==> config.mk <==
export PLATFORM = sky130hd
export DESIGN_NAME = mem_io_ctrl
export DESIGN_NICKNAME = d
export VERILOG_FILES = /design/src/rtl/mem_io_ctrl.sv
export SDC_FILE = /design/constraint.sdc
export NUM_CORES = 1
export LEC_CHECK = 0
export ABC_AREA = 1
export CAP_MARGIN = 0
export CORE_AREA = 5 5 114 116
export DETAILED_ROUTE_END_ITERATION = 10
export DIE_AREA = 0 0 119 121
export HOLD_SLACK_MARGIN = 0.08
export PLACE_DENSITY = 0.72
export SYNTH_ARGS = -nofsm -noshare
export SYNTH_HDL_FRONTEND = slang
export SYNTH_SLANG_ARGS = --single-unit
==> constraint.sdc <==
create_clock -name clk -period 4.9 [get_ports clk]
set_input_delay 0.98 -clock clk [delete_from_list [all_inputs] [get_ports clk]]
set_output_delay 0.98 -clock clk [all_outputs]
set_load 0.02 [all_outputs]
==> src/rtl/mem_io_ctrl.sv <==
// Memory/MMIO glue: store byte lanes, load extension, UART TX/RX handshake and perf counters.
// Build option: define MEM_IO_CTRL_COUNTERS_EN to implement the cycle/instruction counters.

module mem_io_ctrl #(
    parameter int DMEM_AWIDTH = 14,
    parameter int IMEM_AWIDTH = 14,
    parameter int BIOS_AWIDTH = 12
) (
    input  logic                   clk,
    input  logic                   rst,
    input  logic                   req_valid,
    input  logic                   req_we,
    input  logic [31:0]            req_addr,
    input  logic [31:0]            req_wdata,
    input  logic [2:0]             req_funct3,
    input  logic                   exec_from_bios,
    input  logic                   inst_retire,
    output logic [DMEM_AWIDTH-1:0] dmem_addr,
    output logic [31:0]            dmem_din,
    output logic [3:0]             dmem_wbe,
    output logic [IMEM_AWIDTH-1:0] imem_addr,
    output logic [31:0]            imem_din,
    output logic [3:0]             imem_wbe,
    output logic [BIOS_AWIDTH-1:0] bios_addr,
    input  logic [31:0]            dmem_dout,
    input  logic [31:0]            bios_dout,
    input  logic [7:0]             uart_rx_data,
    input  logic                   uart_rx_valid,
    output logic                   uart_rx_ready,
    output logic [7:0]             uart_tx_data,
    output logic                   uart_tx_valid,
    input  logic                   uart_tx_ready,
    output logic [31:0]            load_data
);

    typedef enum logic [1:0] {
        RGN_NONE,
        RGN_DMEM,
        RGN_BIOS,
        RGN_MMIO
    } region_t;

    localparam logic [2:0] F3_B  = 3'b000;
    localparam logic [2:0] F3_H  = 3'b001;
    localparam logic [2:0] F3_W  = 3'b010;
    localparam logic [2:0] F3_BU = 3'b100;
    localparam logic [2:0] F3_HU = 3'b101;

    localparam logic [7:0] OFF_STATUS = 8'h00;
    localparam logic [7:0] OFF_RX     = 8'h04;
    localparam logic [7:0] OFF_TX     = 8'h08;
    localparam logic [7:0] OFF_CYCLE  = 8'h10;
    localparam logic [7:0] OFF_INST   = 8'h14;
    localparam logic [7:0] OFF_CLEAR  = 8'h18;

    logic [3:0]  region_nib;
    logic        hit_dmem;
    logic        hit_imem;
    logic        hit_bios;
    logic        hit_mmio;
    logic [7:0]  mmio_off;
    logic        req_store;
    logic        req_load;
    region_t     req_region;

    logic [3:0]  store_mask;
    logic [31:0] store_data;

    logic        wr_tx;
    logic        rd_rx;
    logic [31:0] cycle_val;
    logic [31:0] inst_val;
    logic [31:0] mmio_rdata;

    region_t     ld_region;
    logic [1:0]  ld_off;
    logic [2:0]  ld_funct3;
    logic [31:0] ld_mmio;
    logic [31:0] ld_src;
    logic [31:0] ld_shift;

    logic        unused_inputs;

    assign region_nib = req_addr[31:28];
    assign hit_dmem   = (region_nib[3:2] == 2'b00) && region_nib[0];
    assign hit_imem   = (region_nib[3:1] == 3'b001);
    assign hit_bios   = (region_nib == 4'b0100);
    assign hit_mmio   = (region_nib == 4'b1000);
    assign mmio_off   = req_addr[7:0];

    // rst masks every side effect of the request in the same cycle
    assign req_store  = req_valid && req_we && !rst;
    assign req_load   = req_valid && !req_we && !rst;

    always_comb begin
        if (hit_dmem) begin
            req_region = RGN_DMEM;
        end else if (hit_bios) begin
            req_region = RGN_BIOS;
        end else if (hit_mmio) begin
            req_region = RGN_MMIO;
        end else begin
            req_region = RGN_NONE;
        end
    end

    assign dmem_addr = req_addr[DMEM_AWIDTH+1:2];
    assign imem_addr = req_addr[IMEM_AWIDTH+1:2];
    assign bios_addr = req_addr[BIOS_AWIDTH+1:2];

    always_comb begin
        store_mask = 4'b0000;
        store_data = req_wdata;
        case (req_funct3)
            F3_B: begin
                store_mask = 4'b0001 << req_addr[1:0];
                store_data = {4{req_wdata[7:0]}};
            end
            F3_H: begin
                store_mask = req_addr[0] ? 4'b0000 : (4'b0011 << {req_addr[1], 1'b0});
                store_data = {2{req_wdata[15:0]}};
            end
            F3_W: begin
                store_mask = (req_addr[1:0] == 2'b00) ? 4'b1111 : 4'b0000;
            end
            default: store_mask = 4'b0000;
        endcase
    end

    // region 0011 hits both memories so code can be copied while running from BIOS
    assign dmem_wbe = (req_store && hit_dmem) ? store_mask : 4'b0000;
    assign imem_wbe = (req_store && hit_imem && exec_from_bios) ? store_mask : 4'b0000;
    assign dmem_din = store_data;
    assign imem_din = store_data;

    assign wr_tx         = req_store && hit_mmio && (mmio_off == OFF_TX);
    assign rd_rx         = req_load && hit_mmio && (mmio_off == OFF_RX);
    assign uart_rx_ready = rd_rx;

    always_ff @(posedge clk) begin
        if (rst) begin
            uart_tx_valid <= 1'b0;
            uart_tx_data  <= 8'h00;
        end else if (uart_tx_valid) begin
            if (uart_tx_ready) begin
                uart_tx_valid <= 1'b0;
            end
        end else if (wr_tx) begin
            uart_tx_valid <= 1'b1;
            uart_tx_data  <= req_wdata[7:0];
        end
    end

`ifdef MEM_IO_CTRL_COUNTERS_EN
    logic        wr_clear;
    logic [31:0] cycle_cnt;
    logic [31:0] inst_cnt;

    assign wr_clear = req_store && hit_mmio && (mmio_off == OFF_CLEAR);

    always_ff @(posedge clk) begin
        if (rst || wr_clear) begin
            cycle_cnt <= 32'h0;
            inst_cnt  <= 32'h0;
        end else begin
            cycle_cnt <= cycle_cnt + 32'h1;
            inst_cnt  <= inst_cnt + {31'h0, inst_retire};
        end
    end

    assign cycle_val = cycle_cnt;
    assign inst_val  = inst_cnt;
`else
    assign cycle_val = 32'h0;
    assign inst_val  = 32'h0;
`endif

    assign unused_inputs = ^{req_addr, inst_retire};

    always_comb begin
        mmio_rdata = 32'h0;
        case (mmio_off)
            OFF_STATUS: mmio_rdata = {30'h0, uart_rx_valid, ~uart_tx_valid};
            OFF_RX:     mmio_rdata = {24'h0, uart_rx_data};
            OFF_CYCLE:  mmio_rdata = cycle_val;
            OFF_INST:   mmio_rdata = inst_val;
            default:    mmio_rdata = 32'h0;
        endcase
    end

    // region falls back to NONE between loads so load_data reads 0 when idle
    always_ff @(posedge clk) begin
        if (rst) begin
            ld_region <= RGN_NONE;
            ld_off    <= 2'b00;
            ld_funct3 <= 3'b000;
            ld_mmio   <= 32'h0;
        end else if (req_load) begin
            ld_region <= req_region;
            ld_off    <= req_addr[1:0];
            ld_funct3 <= req_funct3;
            ld_mmio   <= mmio_rdata;
        end else begin
            ld_region <= RGN_NONE;
        end
    end

    always_comb begin
        case (ld_region)
            RGN_DMEM: ld_src = dmem_dout;
            RGN_BIOS: ld_src = bios_dout;
            RGN_MMIO: ld_src = ld_mmio;
            default:  ld_src = 32'h0;
        endcase
        ld_shift = ld_src >> {ld_off, 3'b000};
        case (ld_funct3)
            F3_B:    load_data = {{24{ld_shift[7]}}, ld_shift[7:0]};
            F3_H:    load_data = {{16{ld_shift[15]}}, ld_shift[15:0]};
            F3_W:    load_data = ld_shift;
            F3_BU:   load_data = {24'h0, ld_shift[7:0]};
            F3_HU:   load_data = {16'h0, ld_shift[15:0]};
            default: load_data = 32'h0;
        endcase
    end

endmodule

* Word-level counts from Yosys, hierarchy flattened
Cells that the tools add are included.
** Storage, ports and cells
- Word-level logic and storage cells :: 63
- Output and inout port bits :: 154
- Register bits after elaboration :: 48
- Input bits :: 147
** Operators by class
- Shift-type cells :: 3
- Equal/unequal tests :: 14
- Bitwise gates (word level) :: 2
- Reduce and logical (&&, ||, !) cells :: 22
- Mux-type cells :: 15
** Operators with widths (count)
- case mux 32 bit (5 select lines) :: 1
- case mux 32 bit (3 select lines) :: 1
- case mux 32 bit (2 select lines) :: 1
- >> shifter 32 x 5 -> 32 bit :: 1
- two-way mux 4 bit :: 4
- case mux 8 bit (2 select lines) :: 1
- logical AND 1 bit :: 12
- case mux 4 bit (3 select lines) :: 1
- equality test 3 x 1 -> 1 bit, second input constant :: 3
- equality test 8 x 3 -> 1 bit, second input constant :: 1
- equality test 8 x 4 -> 1 bit, second input constant :: 1
- zero test 8 bit :: 1
- equality test 3 x 2 -> 1 bit, second input constant :: 2
- equality test 3 bit, second input constant :: 2
- zero test 3 bit :: 2
- equality test 2 bit, second input constant :: 2
- equality test 4 x 3 -> 1 bit, second input constant :: 1
- equality test 4 bit, second input constant :: 1
- zero test 2 bit :: 2
- two-way mux 1 bit :: 4
- two-way mux 2 bit :: 2
- left shift 1 x 2 -> 4 bit, first input constant :: 1
- left shift 2 x 2 -> 4 bit, first input constant :: 1
- OR reduction 3 bit :: 1
- other kinds (5) :: 7

* Logic depth before layout (Yosys ltp)
- Word-level depth :: 6
- Mapped depth :: 11
- Gate-level depth less buffers :: 10

* Worst setup path after synthesis
OpenSTA, ideal clock, no wires.
- Kind :: input -> output
- From :: in req_funct3[0]
- To :: out imem_din[13]
- Setup slack :: 1.490 ns
- Required time :: 3.920 ns
- Buffers on the path :: 2
- Arrival :: 2.430 ns
- Stages :: 7
- Cells stage by stage :: inv_1 nor2_1 nand2_1 nand2_1 clkbuf_1 o21ai_0 buf_4
** Between the ends
- Longest elaborated chain between the ends :: 2
- Elaborated cells on any way between the ends :: 3
- Classes of those cells :: eq/ne: 1; mux: 1; reduce/logical: 1
** Ends and longest elaborated chain
- start: declaration :: RTL line 15 : input logic [2:0] req_funct3,
- equality test 3 x 1 -> 1 bit / zero test 3 bit (equally long branches) :: RTL line 114 : case (req_funct3)
- case mux 32 bit (2 select lines) * :: RTL line 114
- end: declaration :: RTL line 22 : output logic [31:0] imem_din,
Every way passes the cells marked *; elsewhere a longest branch is shown, timed or not.

* Worst setup path in the final report
- From :: in req_funct3[1]
- To :: out imem_din[13]
The elaborated chain is that of the path after synthesis.

==> impl_metrics.csv <==
group,metric,value,unit
logic_synthesis,avgSynthCellArea,5.38,µm²
clocking,ctsHoldBuffers,0,
power_and_ir_drop,comb_power_share,52.8,%
placed_design,dp_hpwl,12.6,mm
worst_setup_path,worst_setup_path_start_kind,"primary input",
die,rows,40,
power_and_ir_drop,pwr-share-clk,25.6,%
die,dieArea,0.0144,mm²
sta,fin_skew,0.00433,ns
grt,grt_use_met2,36.5,%
worst_setup_path,crit_arrival,3.37,ns
grt,grt_util_met3,6.01,%
grt,overflow,0,
detailed_routing,viasPerCell,4.83,
detailed_routing,vias,4540,
sta,maxSlewViolCount,0,
clocking,cts.sinks,24,
logic_synthesis,yosysSeqAreaShare,14.2,%
logic_synthesis,synth_nets,775,
finish,multi_input_area,0.00192,mm²
worst_setup_path,critical_path_class,"primary input to primary output",
clocking,clock_latency,0.26,ns
finish,final_cells,940,
worst_setup_path,ff2ff_setup_slack,3.37,ns
clocking,clk_pin_slew,0.06,ns
die,ios,301,
finish,num-nets-final,941,
logic_synthesis,ys_types,26,
grt,grt_pass1_wl,23.9,mm
sta,report.final.setup_viol,0,
logic_synthesis,synth-seq-cells,24,
power_and_ir_drop,power_per_cell_area,166,mW/mm²
sta,totalNegativeSetupSlack,0,ns
logic_synthesis,syn_inst,628,
clocking,cts_root_buffer,"clkbuf_16",
worst_hold_path,holdCritStartpoint,"uart_tx_data[2]",
sta,period_share,88.7,%
sta,fmax,230,MHz
clocking,cts_tree,"yes",
worst_setup_path,cp.required,3.92,ns
grt,track_usage,20.5,%
detailed_routing,drtPass1Iterations,5,
grt,busiest_layer,"met2",
sta,slew_headroom,24.3,%
clocking,numCtsBuffers,3,
logic_synthesis,netlist_area,0.00338,mm²
grt,grt_max_degree,32,
placed_design,placed_cells,936,
grt,grt_pass1_vias,4644,
power_and_ir_drop,power.leakage,2.48,nW
die,fp.dieW,119,µm
power_and_ir_drop,switchingPower,323,µW
clocking,cts-htree-levels,1,
logic_synthesis,netlist.area_leader.share,19.9,%
die,start_util,28.6,%
power_and_ir_drop,swShare,34.8,%
finish,seq_area,480,µm²
sta,holdWs,0.471,ns
die,fp.dieH,121,µm
sta,rsz0062_at_grt,"no",
clocking,cts_setup_buffers,0,
worst_setup_path,critPathLaunch,"req_funct3[1]",
finish,antenna_cells,0,
flow_run,max_cap_viol_count,0,
power_and_ir_drop,total_power,929,µW
grt,antenna_found_initial,1,
logic_synthesis,yosys.area.top_type,"nand2_1",
detailed_routing,wl_per_cell,16.2,µm
die,coreArea,0.0118,mm²
finish,drive_gt1_share,3.15,%
detailed_routing,first_iter_violations,336,
worst_hold_path,holdCritPathClass,"flop to flop",
worst_setup_path,worst_setup_path_end_kind,"primary output",
grt,grt.met1_usage,23.9,%
detailed_routing,antenna_left,0,
sta,min_period,4.35,ns
worst_setup_path,r2r-start,"uart_tx_valid",
placed_design,port_buffers,257,
sta,hold_viol_final,0,
run_status,outcome,"finished clean",
clocking,ctsResizeCount,0,
detailed_routing,drc,0,
logic_synthesis,ys_warn_count,0,
detailed_routing,wl,15.3,mm
sta,tightest_slew,1.13,ns
finish,fillCellCount,1253,
finish,area_growth,65.7,%
power_and_ir_drop,max-vdd-ir-drop,0.000159,V
placed_design,gp_congestion,0.939,
clocking,clockBufferDepth,2,
logic_synthesis,synthTopCellsByArea,"nand2_1 (20%), buf_4 (18%), nand3_1 (16%), dfxtp_1 (14%), inv_1 (7.1%)",
power_and_ir_drop,p_int,606,µW
worst_setup_path,crit_path_max_fanout,23,
power_and_ir_drop,pwr-share-seq,21.7,%
layout make-up:
| type | count | share of cell area [%] |
|---|---|---|
| inverter | 68 | 4.56 |
| sequential | 24 | 8.58 |
| multi-input combinational | 429 | 34.2 |
| timing repair buffer | 268 | 47.4 |
| clock buffer | 3 | 1.34 |
| tap | 147 | 3.29 |
| clock inverter | 1 | 0.537 |
path summary, 6_finish.rpt:
| kind | end | cells past startpoint |
|---|---|---|
| worst max register to register | uart_tx_data[7] | 6 |
| worst max-delay path | imem_din[13] | 7 |
| worst min register to register | uart_tx_data[2] | 2 |
| worst min-delay path | uart_tx_data[2] | 2 |
cells in the final DEF (no fill, tap or decap):
master           netlist  layout
a31oi_1                2       2
nor2_2                 2       2
nand2_1              179     179
clkdlybuf4s50_1        0     257
clkinv_1               1       1
and2_1                 1       1
o21ai_0               29      29
clkbuf_16              0       3
dfxtp_1               24      24
inv_1                 64      64
nor3_4                 1       1
nor2_1                55      55
nand3_2                2       2
o211ai_1               4       4
o21ai_1                2       2
nand4_1                6       6
nand3_1              109     109
nand2_2                1       1
inv_2                  3       3
buf_4                 82      11
nor3_1                 4       4
o22ai_1                8       8
nor2_4                 1       1
bufinv_16              0       1
a21oi_1               23      23
cells in the mapped netlist, drive strengths merged:
cell type / n
nor3: 5
and2: 1
o21ai: 31
clkbuf: 13
o211ai: 4
nand3: 111
inv: 67
nand2: 180
o22ai: 8
clkinv: 1
buf: 94
dfxtp: 24
a31oi: 2
nor2: 58
nand4: 6
a21oi: 23
power by group through the flow:
stage               logic [mW]  registers, mW  clock network (mW)
detailed placement       0.488          0.206                   0
floorplan                0.277          0.206                   0
finish                   0.490          0.201               0.238
CTS                      0.493          0.201               0.245
global placement         0.489          0.206                   0
global route             0.526          0.202               0.252
per-stage QoR:
step	cell area, µm²	util [%]	setup WS, ns
after floorplan	3380	-	1.49
after global placement	5490	46.5	0.616
after detailed placement	5490	46.5	0.578
after CTS	5600	47.4	0.551
after global routing	5600	47.4	0.362
final	5600	47.4	0.552
metal layers:
metal,share of wire (%),vias to the layer above
li1,-,2265
met1,40,2032
met2,49,215
met3,8.3,26
met4,2.6,2
met5,0.13,-
cell families after synthesis:
logic type,share of synthesized area [%]
and+or+nand+nor,46.0
buffers and inverters,29.0
AOI/OAI and AO/OA,10.7
DFF,14.2
flip-flops by register name (all words and copies together), names as in the netlist:
name           cells
ld_funct3          3
ld_region          2
ld_mmio            8
uart_tx_data       8
uart_tx_valid      1
ld_off             2
worst max-delay path: stages:
cell and delay (ns):
clkdlybuf4s50_1 0.51, inv_1 0.11, nand2_1 0.10, nand2_1 0.40
buf_4 0.31, o21ai_0 0.27, clkdlybuf4s50_1 0.68
No activity file was read; power rests on OpenSTA's default activity.
